`src/rtl/axi_arb_pkg.sv`:
```
// Shared types and helpers for the AXI read/write arbiters.
// Holds the arbiter FSM encoding and the 2-way round-robin pick rule.
package axi_arb_pkg;

   typedef enum logic [1:0] {
      ARB_IDLE = 2'd0,
      ARB_AR   = 2'd1,
      ARB_R    = 2'd2
   } arb_state_t;

   // On a tie the requester that did not win last time goes next.
   function automatic logic rr_pick(input logic [1:0] req, input logic last);
      if (req[0] && req[1]) begin
         return ~last;
      end else if (req[1]) begin
         return 1'b1;
      end else begin
         return 1'b0;
      end
   endfunction

endpackage

```
`src/rtl/axi_rr_arbiter.sv`:
```
// Two-requester round-robin arbiter: request vector plus last grant index in,
// one-hot grant out. Purely combinational so the caller decides when to latch it.
module axi_rr_arbiter
   import axi_arb_pkg::*;
(
   input  logic [1:0] i_req,
   input  logic       i_last,
   output logic [1:0] o_grant
);

   logic w_pick;

   always_comb begin
      w_pick  = rr_pick(i_req, i_last);
      o_grant = 2'b00;
      if (|i_req) begin
         o_grant[w_pick] = 1'b1;
      end
   end

endmodule

```
`src/rtl/axi_rd_arbiter_2to1.sv`:
```
// Shares one AXI4 read port between two masters, one burst in flight at a time.
// AR and R paths are combinational muxes steered by the registered owner.
module axi_rd_arbiter_2to1
   import axi_arb_pkg::*;
#(
   parameter int ID_WIDTH   = 10,
   parameter int ADDR_WIDTH = 64,
   parameter int DATA_WIDTH = 64,
   parameter int USER_WIDTH = 6
) (
   input  logic                  clk,
   input  logic                  rst,
   // master 0
   input  logic [ID_WIDTH-1:0]   s0_axi_arid,
   input  logic [ADDR_WIDTH-1:0] s0_axi_araddr,
   input  logic [7:0]            s0_axi_arlen,
   input  logic [2:0]            s0_axi_arsize,
   input  logic [1:0]            s0_axi_arburst,
   input  logic [USER_WIDTH-1:0] s0_axi_aruser,
   input  logic                  s0_axi_arvalid,
   output logic                  s0_axi_arready,
   output logic [ID_WIDTH-1:0]   s0_axi_rid,
   output logic [DATA_WIDTH-1:0] s0_axi_rdata,
   output logic [1:0]            s0_axi_rresp,
   output logic                  s0_axi_rlast,
   output logic [USER_WIDTH-1:0] s0_axi_ruser,
   output logic                  s0_axi_rvalid,
   input  logic                  s0_axi_rready,
   // master 1
   input  logic [ID_WIDTH-1:0]   s1_axi_arid,
   input  logic [ADDR_WIDTH-1:0] s1_axi_araddr,
   input  logic [7:0]            s1_axi_arlen,
   input  logic [2:0]            s1_axi_arsize,
   input  logic [1:0]            s1_axi_arburst,
   input  logic [USER_WIDTH-1:0] s1_axi_aruser,
   input  logic                  s1_axi_arvalid,
   output logic                  s1_axi_arready,
   output logic [ID_WIDTH-1:0]   s1_axi_rid,
   output logic [DATA_WIDTH-1:0] s1_axi_rdata,
   output logic [1:0]            s1_axi_rresp,
   output logic                  s1_axi_rlast,
   output logic [USER_WIDTH-1:0] s1_axi_ruser,
   output logic                  s1_axi_rvalid,
   input  logic                  s1_axi_rready,
   // slave side
   output logic [ID_WIDTH-1:0]   m_axi_arid,
   output logic [ADDR_WIDTH-1:0] m_axi_araddr,
   output logic [7:0]            m_axi_arlen,
   output logic [2:0]            m_axi_arsize,
   output logic [1:0]            m_axi_arburst,
   output logic [USER_WIDTH-1:0] m_axi_aruser,
   output logic                  m_axi_arvalid,
   input  logic                  m_axi_arready,
   input  logic [ID_WIDTH-1:0]   m_axi_rid,
   input  logic [DATA_WIDTH-1:0] m_axi_rdata,
   input  logic [1:0]            m_axi_rresp,
   input  logic                  m_axi_rlast,
   input  logic [USER_WIDTH-1:0] m_axi_ruser,
   input  logic                  m_axi_rvalid,
   output logic                  m_axi_rready,
   // status
   output logic                  busy,
   output logic                  owner,
   output logic                  len_err
);

   arb_state_t r_state, w_state_nxt;
   logic       r_owner, w_owner_nxt;
   logic [7:0] r_len_q, w_len_q_nxt;
   logic [7:0] r_beat_cnt, w_beat_cnt_nxt;
   logic       r_len_err, w_len_err_nxt;
   logic [1:0] w_req;
   logic [1:0] w_grant;
   logic       w_gnt_idx;
   logic       w_ar_hs;
   logic       w_r_hs;

   assign w_req = {s1_axi_arvalid, s0_axi_arvalid};

   axi_rr_arbiter u_rr (
      .i_req   (w_req),
      .i_last  (r_owner),
      .o_grant (w_grant)
   );

   assign w_gnt_idx = w_grant[1];
   assign w_ar_hs   = m_axi_arvalid & m_axi_arready;
   assign w_r_hs    = m_axi_rvalid & m_axi_rready;

   // Channel steering: AR only in ARB_AR, R only in ARB_R, non-owner sees zeros.
   always_comb begin
      m_axi_arid     = s0_axi_arid;
      m_axi_araddr   = s0_axi_araddr;
      m_axi_arlen    = s0_axi_arlen;
      m_axi_arsize   = s0_axi_arsize;
      m_axi_arburst  = s0_axi_arburst;
      m_axi_aruser   = s0_axi_aruser;
      m_axi_arvalid  = 1'b0;
      s0_axi_arready = 1'b0;
      s1_axi_arready = 1'b0;
      s0_axi_rid     = '0;
      s0_axi_rdata   = '0;
      s0_axi_rresp   = '0;
      s0_axi_rlast   = 1'b0;
      s0_axi_ruser   = '0;
      s0_axi_rvalid  = 1'b0;
      s1_axi_rid     = '0;
      s1_axi_rdata   = '0;
      s1_axi_rresp   = '0;
      s1_axi_rlast   = 1'b0;
      s1_axi_ruser   = '0;
      s1_axi_rvalid  = 1'b0;
      m_axi_rready   = 1'b0;
      case (r_state)
         ARB_AR: begin
            if (r_owner) begin
               m_axi_arid     = s1_axi_arid;
               m_axi_araddr   = s1_axi_araddr;
               m_axi_arlen    = s1_axi_arlen;
               m_axi_arsize   = s1_axi_arsize;
               m_axi_arburst  = s1_axi_arburst;
               m_axi_aruser   = s1_axi_aruser;
               m_axi_arvalid  = s1_axi_arvalid;
               s1_axi_arready = m_axi_arready;
            end else begin
               m_axi_arvalid  = s0_axi_arvalid;
               s0_axi_arready = m_axi_arready;
            end
         end
         ARB_R: begin
            if (r_owner) begin
               s1_axi_rid    = m_axi_rid;
               s1_axi_rdata  = m_axi_rdata;
               s1_axi_rresp  = m_axi_rresp;
               s1_axi_rlast  = m_axi_rlast;
               s1_axi_ruser  = m_axi_ruser;
               s1_axi_rvalid = m_axi_rvalid;
               m_axi_rready  = s1_axi_rready;
            end else begin
               s0_axi_rid    = m_axi_rid;
               s0_axi_rdata  = m_axi_rdata;
               s0_axi_rresp  = m_axi_rresp;
               s0_axi_rlast  = m_axi_rlast;
               s0_axi_ruser  = m_axi_ruser;
               s0_axi_rvalid = m_axi_rvalid;
               m_axi_rready  = s0_axi_rready;
            end
         end
         default: ;
      endcase
   end

   always_comb begin
      w_state_nxt    = r_state;
      w_owner_nxt    = r_owner;
      w_len_q_nxt    = r_len_q;
      w_beat_cnt_nxt = r_beat_cnt;
      w_len_err_nxt  = r_len_err;
      case (r_state)
         ARB_IDLE: begin
            if (|w_req) begin
               w_owner_nxt    = w_gnt_idx;
               w_len_q_nxt    = w_gnt_idx ? s1_axi_arlen : s0_axi_arlen;
               w_beat_cnt_nxt = 8'd0;
               w_state_nxt    = ARB_AR;
            end
         end
         ARB_AR: begin
            if (w_ar_hs) begin
               w_state_nxt = ARB_R;
            end
         end
         ARB_R: begin
            if (w_r_hs) begin
               w_beat_cnt_nxt = r_beat_cnt + 8'd1;
               // Flags both an early RLAST and a missing one on the final beat.
               if (m_axi_rlast != (r_beat_cnt == r_len_q)) begin
                  w_len_err_nxt = 1'b1;
               end
               if (m_axi_rlast) begin
                  w_state_nxt = ARB_IDLE;
               end
            end
         end
         default: w_state_nxt = ARB_IDLE;
      endcase
   end

   always_ff @(posedge clk or posedge rst) begin
      if (rst) begin
         r_state    <= ARB_IDLE;
         r_owner    <= 1'b1;
         r_beat_cnt <= 8'd0;
         r_len_err  <= 1'b0;
      end else begin
         r_state    <= w_state_nxt;
         r_owner    <= w_owner_nxt;
         r_beat_cnt <= w_beat_cnt_nxt;
         r_len_err  <= w_len_err_nxt;
      end
   end

   // Burst length is only read after being loaded in ARB_IDLE.
   always_ff @(posedge clk) begin
      r_len_q <= w_len_q_nxt;
   end

   assign busy    = (r_state != ARB_IDLE);
   assign owner   = r_owner;
   assign len_err = r_len_err;

endmodule

```
`config.mk`:
```
export PLATFORM = sky130hd
export DESIGN_NAME = axi_rd_arbiter_2to1
export DESIGN_NICKNAME = d
export VERILOG_FILES = /design/src/rtl/axi_arb_pkg.sv /design/src/rtl/axi_rr_arbiter.sv /design/src/rtl/axi_rd_arbiter_2to1.sv
export SDC_FILE = /design/constraint.sdc
export NUM_CORES = 1
export LEC_CHECK = 0
export BUFFER_PORTS_ARGS = -buffer_cell sky130_fd_sc_hd__buf_4
export CAP_MARGIN = 40
export CORE_AREA = 2 2 211 213
export DETAILED_ROUTE_END_ITERATION = 10
export DIE_AREA = 0 0 213 215
export PLACE_DENSITY = 0.4
export SLEW_MARGIN = 20
export SYNTH_ARGS = -nofsm -noshare
export SYNTH_HDL_FRONTEND = slang
export SYNTH_HIERARCHICAL = 1
export SYNTH_SLANG_ARGS = --single-unit
```
`constraint.sdc`:
```
create_clock -name clk -period 2.15 [get_ports clk]
set_clock_uncertainty 0.15 [all_clocks]
set_input_delay 0.3225 -clock clk [delete_from_list [all_inputs] [get_ports clk]]
set_output_delay 0.3225 -clock clk [all_outputs]
set_load 0.02 [all_outputs]
```
Yosys cells after proc, flatten, opt, wreduce, memory -nomap -nowiden. Index checks and enable logic that the tools add are counted.

Multiply operators: 0. Eq/ne operators: 8. Reductions and logical operators: 10. Bitwise operators: 3. Shift operators: 0. $lt $le $gt $ge: 2. Add/subtract/negate cells: 1. Div/mod/pow operators: 0. Multiplexer cells: 58.

Operators with widths (number): 64-bit 2-to-1 mux (6); 10-bit 2-to-1 mux (6); 8-bit 2-to-1 mux (5); 6-bit 2-to-1 mux (6); 2-bit 2-to-1 mux (11); 1-bit 2-to-1 mux (19); 8-bit one-hot mux with 2 select lines (1); 8-bit by 1-bit adder with 8-bit output (second input constant) (1); 8-bit equality test (1); 2-bit inequality test (second input constant) (4); 3-bit 2-to-1 mux (2); 2-bit one-hot mux with 3 select lines (1); 3-bit AND reduction (2); 4-bit AND reduction (1); 2-bit nonzero test (2); 1-bit bitwise AND (2); 2-bit by 1-bit equality test with 1-bit output (second input constant) (1); 2-bit equality test (second input constant) (1); 1-bit logical AND (2); 2-bit zero test (1); 1-bit by 2-bit < comparator with 1-bit output (second input constant) (1); 2-bit AND reduction (1); 2-bit OR reduction (1); 1-bit demux with 1-bit select (1); other kinds (3) (3).

Latch bits: 0. Output and inout bits: 268. Register bits after elaboration: 20. Logic and storage cells: 87. Memory bits (writable): 0. Memories kept: 0. Input bits: 277. ROM bits: 0.

Depth between registers and ports, before layout. Gate-level depths: netlist of the first run.

Depth in word-level cells: 8. Gate-level depth with buffers: 6. Mapped depth without buffers: 5.

By module. The synthesis of the first run kept the hierarchy.

By module, submodules not included: axi_rd_arbiter_2to1 (area an instance 3352.0 um2, instances 1, seq. area each 541.8 um2, cells each 395); axi_rr_arbiter (area an instance 18.8 um2, instances 1, seq. area each 0.0 um2, cells each 3).

Least setup slack after synthesis of the first run. Ideal clock, no wire load.

Path type: reg2out. Start point: register r_owner, in the netlist owner. End point: output m_axi_araddr[13]. Slack: 0.114 ns. Buffers on the path: 3. Arrival: 1.564 ns. Stages on the path, launching flop included: 6. Required time: 1.678 ns. Cell sequence: dfstp_2 -> buf_4 -> nand3b_1 -> buf_2 -> buf_2 -> mux2_2.

Longest elaborated chain between the ends: 2.

Ends and longest elaborated chain: start, declared (RTL line axi_rd_arbiter_2to1.sv:68) `logic r_owner, w_owner_nxt;`; start signal, assigned (RTL line axi_rd_arbiter_2to1.sv:197) `r_owner <= w_owner_nxt;`; 64-bit 2-to-1 mux (RTL line axi_rd_arbiter_2to1.sv:116) `if (r_owner) begin`; 64-bit 2-to-1 mux (RTL line axi_rd_arbiter_2to1.sv:114) `case (r_state)`; end, declared (RTL line axi_rd_arbiter_2to1.sv:47) `output logic [ADDR_WIDTH-1:0] m_axi_araddr,`.

Every way passes these cells.

Worst setup path after layout of the first run.
Start point: register r_owner, in the netlist owner. End point: output m_axi_aruser[2].

Longest elaborated chain between the ends: 2.

Ends and longest elaborated chain: 6-bit 2-to-1 mux (RTL line axi_rd_arbiter_2to1.sv:116); 6-bit 2-to-1 mux (RTL line axi_rd_arbiter_2to1.sv:114); end, declared (RTL line axi_rd_arbiter_2to1.sv:51) `output logic [USER_WIDTH-1:0] m_axi_aruser,`.

Every way passes these cells.

==> flow_metrics.env, run 1 <==
export IMPL_cts_buffers=3
export IMPL_crit_path_top_delay_cell="dfstp_2"
export IMPL_clockBufferDepth=2
export IMPL_min_path_type="input port to flip-flop"
export IMPL_rows=77
export IMPL_port_buffers=544
export IMPL_p_leak_uw=0.00497
export IMPL_finalCriticalPeriod_ns=2.28
export IMPL_gr_total_overflow=0
export IMPL_cpLargestDelayFamily="buffers and inverters"
export IMPL_rsz0062_at_grt="true"
export IMPL_crit_top_cell="buf_6"
export IMPL_use_met2_pct=21.3
export IMPL_reg2reg_to="r_len_q[1]"
export IMPL_fp_dieH_um=215
export IMPL_grt_pass1_wl_um=37800
export IMPL_cp_cell_sequence="nand3b_1 > buf_6 > buf_12 > buf_4 > mux2_2 > buf_6"
export IMPL_grtUsageMet3_pct=2.51
export IMPL_clk_latency_ns=0.26
export IMPL_fin_cells=1562
export IMPL_cp_arrival_ns=1.81
export IMPL_cp_start_kind="flip-flop"
export IMPL_crit_type="flip-flop to output pin"
export IMPL_hold_viol=0
export IMPL_r2r_start="owner"
export IMPL_layout_common_cells="453 x buf_4, 114 x buf_6, 100 x mux2_2"
export IMPL_final_common_cell="buf_4"
export IMPL_initial_core_util_pct=7.70
export IMPL_tightest_slew_ns=0.510
export IMPL_fmax_mhz=439
export IMPL_hold_path_depth=2
export IMPL_setup_tns_ns=-12.23
export IMPL_cp_required_ns=1.68
export IMPL_vias=5509
export IMPL_violations="setup timing"
export IMPL_syn_to_final_growth_pct=185
export IMPL_dieArea_sq_um=45800
export IMPL_crit_path_max_fanout=5
export IMPL_syn_cell_area_sq_um=3360
export IMPL_worstRegToRegCells=6
export IMPL_ir_drop_mv=0.514
export IMPL_dp_cells=1509
export IMPL_setup_slack_ns=-0.130
export IMPL_antenna_found_initial=13
export IMPL_core_sq_um=43600
export IMPL_cts_sinks=20
export IMPL_path_clk_slew_ns=0.06
export IMPL_drv_cap=0
export IMPL_cts_tree="done"
export IMPL_ioPinCount=545
export IMPL_final_max_slew_viol_count=0
export IMPL_grt_max_degree=85
export IMPL_timing_slew_headroom_pct=66.0
export IMPL_firstDrtPassIters=4
export IMPL_critPathMaxStageDelay_ns=0.54
export IMPL_nets=1239
export IMPL_r2r_slack_ns=0.07
export IMPL_met1_usage_pct=12.4
export IMPL_finalSetupViolations=179
export IMPL_hpwl_um=24600
export IMPL_hold_end="r_len_q[7]"
export IMPL_wl_per_cell_um=20.5
export IMPL_post_route_period_util_pct=106
export IMPL_grt_pass1_vias=5294
export IMPL_layout_drive_gt1_share_pct=77.2
export IMPL_post_route_drc_count=0
export IMPL_ys_warn_count=6
export IMPL_gp_congestion=0.856
export IMPL_cts_root_buf="clkbuf_16"
export IMPL_crit_buf_inv=4
export IMPL_grt_busiest_layer="met2"
export IMPL_synthCells=396
export IMPL_synthesis_nets=674
export IMPL_end_kind="output pin"
export IMPL_cellPowerDensity_nw_per_um2=896
export IMPL_via_per_inst=3.53
export IMPL_ant_nets=0
export IMPL_outcome="finished with violations"
export IMPL_grt_use_total_pct=11.5
export IMPL_avgSynthCellArea_sq_um=8.48
export IMPL_die_w_um=213
export IMPL_drt_iter0_drc=181
export IMPL_ctsHtreeMaxLevel=1
export IMPL_drt_total_wl_um=32100
export IMPL_worstHoldStart="s0_axi_arlen[7]"
metrics by stage:
step	instance area, sq um	hold slack [ns]	utilization [%]	power, uW	setup WS, ns
6_report	9560	0.227	21.9	8560	-0.130
5_1_grt	9560	0.235	21.9	9030	-0.187
4_1_cts	8690	0.224	19.9	7370	-0.115
3_5_place_dp	8250	0.243	18.9	6300	0.139
3_3_place_gp	8250	0.249	18.9	6330	0.138
2_1_floorplan	3360	0.0365	-	3650	0.125
registers in the layout (all words and copies together), names as in the netlist:
name	flops
r_beat_cnt	8
r_len_q	8
r_state	2
len_err	1
owner	1
power breakdown:
group | internal (uW) | leakage [uW] | switching [uW]
clock | 370 | 0.0000512 | 149
sequential | 513 | 0.000233 | 60.5
combinational | 3920 | 0.00468 | 3550
layer usage:
metal | vias up | part of all wire (%)
met5 | - | 0
met4 | 0 | 3.4
met3 | 35 | 8.5
met2 | 355 | 53
met1 | 2573 | 36
li1 | 2546 | -
worst max-delay path by stage:
stage	startpoint	end	slack (ns)	cells past startpoint
2_1_floorplan	owner	m_axi_araddr[13]	0.12	5
3_5_place_dp	owner	r_len_q[1]	0.14	3
3_3_place_gp	owner	m_axi_aruser[4]	0.14	5
4_1_cts	owner	m_axi_araddr[54]	-0.11	5
5_1_grt	owner	m_axi_araddr[24]	-0.19	6
6_report	owner	m_axi_aruser[2]	-0.13	6
cell type report:
cell class	count	area (sq um)
Sequential cell	20	542
Multi-Input combinational cell	333	2720
Antenna cell	10	25.0
Tap cell	592	741
Clock buffer	3	75.1
Fill cell	4837	34100
Inverter	3	11.3
Timing Repair Buffer	600	5420
Clock inverter	1	30.0
timing repair:
action,CTS,global route
gates cloned,3,18
setup buffers,7,11
hold buffers,1,0
gates resized for setup,47,105
pin swaps,2,20
setup endpoints to repair,133,259
endpoints found under the hold margin,11,0
Note: power is estimated with default switching activity, not from simulation.
==> run 2, diff against run 1 <==
CTS_BUF_LIST = sky130_fd_sc_hd__clkbuf_2   (was not set)
==> run 2 against run 1 <==
The flow still finishes with violations (setup timing). Power shrank 7.1%. Hold slack lost 0.10 ns. Via count shrank 1.6%. Sequential cell count is the same. Final area shrank 4.0%. Non-clock buffer count shrank 6. Sequential power is essentially flat. Wire length shrank 3.5%. Final cell count shrank 0.51%.
==> flow_metrics.env, run 2 (synthesis results as in run 1) <==
export IMPL_drv_cap=0
export IMPL_clkPwrFrac_pct=3.7
export IMPL_gp_congestion=0.856
export IMPL_nets=1233
export IMPL_grt_max_degree=85
export IMPL_cp_cell_sequence="nand3b_1 > buf_6 > buf_12 > buf_4 > mux2_4 > buf_6"
export IMPL_final_common_cell="buf_4"
export IMPL_outcome="finished with violations"
export IMPL_end_kind="output pin"
export IMPL_hpwl_um=24600
export IMPL_p_int_uw=4360
export IMPL_layout_common_cells="500 x buf_4, 97 x mux2_2, 85 x and3_1"
export IMPL_power_frac_seq_pct=7.2
export IMPL_rsz0062_at_grt="true"
export IMPL_ioPinCount=545
export IMPL_timing_slew_headroom_pct=66.2
export IMPL_placed_area_sq_um=8250
export IMPL_gr_total_overflow=0
export IMPL_ir_drop_mv=0.504
export IMPL_p_sw_share_pct=45.2
export IMPL_wl_per_cell_um=19.9
export IMPL_drt_total_wl_um=31000
export IMPL_vias=5423
export IMPL_ctsHtreeMaxLevel=1
export IMPL_path_clk_slew_ns=0.22
export IMPL_cp_arrival_ns=1.94
export IMPL_cp_start_kind="flip-flop"
export IMPL_fp_dieH_um=215
export IMPL_fmax_mhz=415
export IMPL_die_w_um=213
export IMPL_crit_buf_inv=4
export IMPL_clockBufferDepth=2
export IMPL_port_buffers=544
export IMPL_tightest_slew_ns=0.506
export IMPL_via_per_inst=3.49
export IMPL_combPwrFrac_pct=89.2
export IMPL_dieArea_sq_um=45800
export IMPL_cts_sinks=20
export IMPL_fin_area_sq_um=9180
export IMPL_crit_path_top_delay_cell="dfstp_2"
export IMPL_finalSetupViolations=264
export IMPL_crit_path_max_fanout=6
export IMPL_rows=77
export IMPL_ant_nets=0
export IMPL_setup_tns_ns=-47.98
export IMPL_clk_latency_ns=0.34
export IMPL_p_leak_uw=0.00483
export IMPL_crit_top_cell="buf_6"
export IMPL_p_sw_uw=3590
export IMPL_finalCriticalPeriod_ns=2.41
export IMPL_crit_type="flip-flop to output pin"
export IMPL_layout_drive_gt1_share_pct=75.3
export IMPL_cpLargestDelayFamily="buffers and inverters"
export IMPL_cp_required_ns=1.68
export IMPL_cellPowerDensity_nw_per_um2=867
export IMPL_syn_to_final_growth_pct=173
export IMPL_cts_root_buf="clkbuf_2"
export IMPL_antenna_found_initial=10
export IMPL_post_route_period_util_pct=112
export IMPL_core_sq_um=43600
export IMPL_post_route_drc_count=0
export IMPL_critPathMaxStageDelay_ns=0.58
export IMPL_cts_tree="done"
export IMPL_drt_iter0_drc=171
export IMPL_initial_core_util_pct=7.70
export IMPL_hold_viol=0
export IMPL_cts_buffers=3
export IMPL_setup_slack_ns=-0.259
export IMPL_top_regs="r_beat_cnt: 8 flops, r_len_q: 8 flops, r_state: 2 flops"
export IMPL_min_path_type="input port to flip-flop"
export IMPL_grt_use_total_pct=11.8
export IMPL_grt_pass1_wl_um=39000
export IMPL_violations="setup timing"
export IMPL_grt_pass1_vias=5364
export IMPL_final_max_slew_viol_count=0
export IMPL_firstDrtPassIters=4
==> run 2: changes by cell type in the layout (fill, tap and decap cells not counted), moves of 3 or more <==
| cell | before | now |
|---|---|---|
| clkbuf_16 | 15 | 5 |
| mux2_4 | 3 | 6 |
| and2_4 | 27 | 7 |
| buf_6 | 114 | 66 |
| mux2_2 | 100 | 97 |
| clkbuf_2 | 0 | 3 |
| and2_1 | 58 | 78 |
| buf_4 | 453 | 500 |
==> run 2: power by group through the flow <==
| stage | clock network (uW) | registers, uW | logic [uW] |
|---|---|---|---|
| 6_report | 293 | 570 | 7090 |
| 5_1_grt | 322 | 582 | 7510 |
| 4_1_cts | 301 | 571 | 6570 |
| 3_5_place_dp | 0 | 586 | 5710 |
| 3_3_place_gp | 0 | 587 | 5740 |
| 2_1_floorplan | 0 | 599 | 3050 |
==> run 2: final cells by class <==
cell class,instances,area [sq um]
fillers,4877,34500
repair buffers,594,5110
multi-input cells,333,2710
well taps,592,741
flip-flops and latches,20,542
clock inverters,1,30.0
diodes,8,20.0
clock buffers,3,15.0
inverters,3,11.3
==> run 2: path summary, 6_finish.rpt <==
kind                            depth (start not counted)  slack, ns            start              end
worst max-delay path                                    6      -0.26            owner  m_axi_aruser[2]
worst min register to register                          1       0.36          len_err          len_err
min in group asynchronous                               3       0.37              rst    r_beat_cnt[3]
worst max register to register                          7       0.02            owner    r_beat_cnt[7]
max in group asynchronous                               3       1.12              rst            owner
worst min-delay path                                    2       0.13  s0_axi_arlen[7]       r_len_q[7]
==> run 2: layer usage <==
| layer | GRT usage (%) | vias to the layer above | share of wire, % |
|---|---|---|---|
| li1 | - | 2529 | - |
| met1 | 13.0 | 2528 | 37 |
| met5 | 0 | - | 0 |
| met4 | 4.17 | 0 | 2.9 |
| met3 | 2.19 | 26 | 7.5 |
| met2 | 22.2 | 340 | 53 |
==> run 2: what timing repair did <==
item	CTS	global route
gates cloned	6	8
hold buffers	1	0
endpoints found under the hold margin	11	0
endpoints found under the setup margin	264	277
resized for setup	55	45
setup buffers	10	8
pin swaps	0	1
==> run 2: per-stage QoR <==
| step | instances | hold WS [ns] | utilization (%) | power, uW | setup slack (ns) |
|---|---|---|---|---|---|
| 6_report | 1554 | 0.127 | 21.0 | 7960 | -0.259 |
| 2_1_floorplan | 396 | 0.0365 | - | 3650 | 0.125 |
| 4_1_cts | 1530 | 0.111 | 20.1 | 7440 | -0.261 |
| 3_3_place_gp | 1509 | 0.249 | 18.9 | 6330 | 0.138 |
| 3_5_place_dp | 1509 | 0.243 | 18.9 | 6300 | 0.139 |
| 5_1_grt | 1554 | 0.0749 | 21.0 | 8420 | -0.384 |
==> run 2: worst register-to-register path: stages, from the launching register on <==
cell     delay (ns)
dfstp_2        0.58
buf_4          0.15
buf_12         0.14
mux2_4         0.16
buf_4          0.16
nand4_2        0.20
or3_1          0.39
a21oi_1        0.14
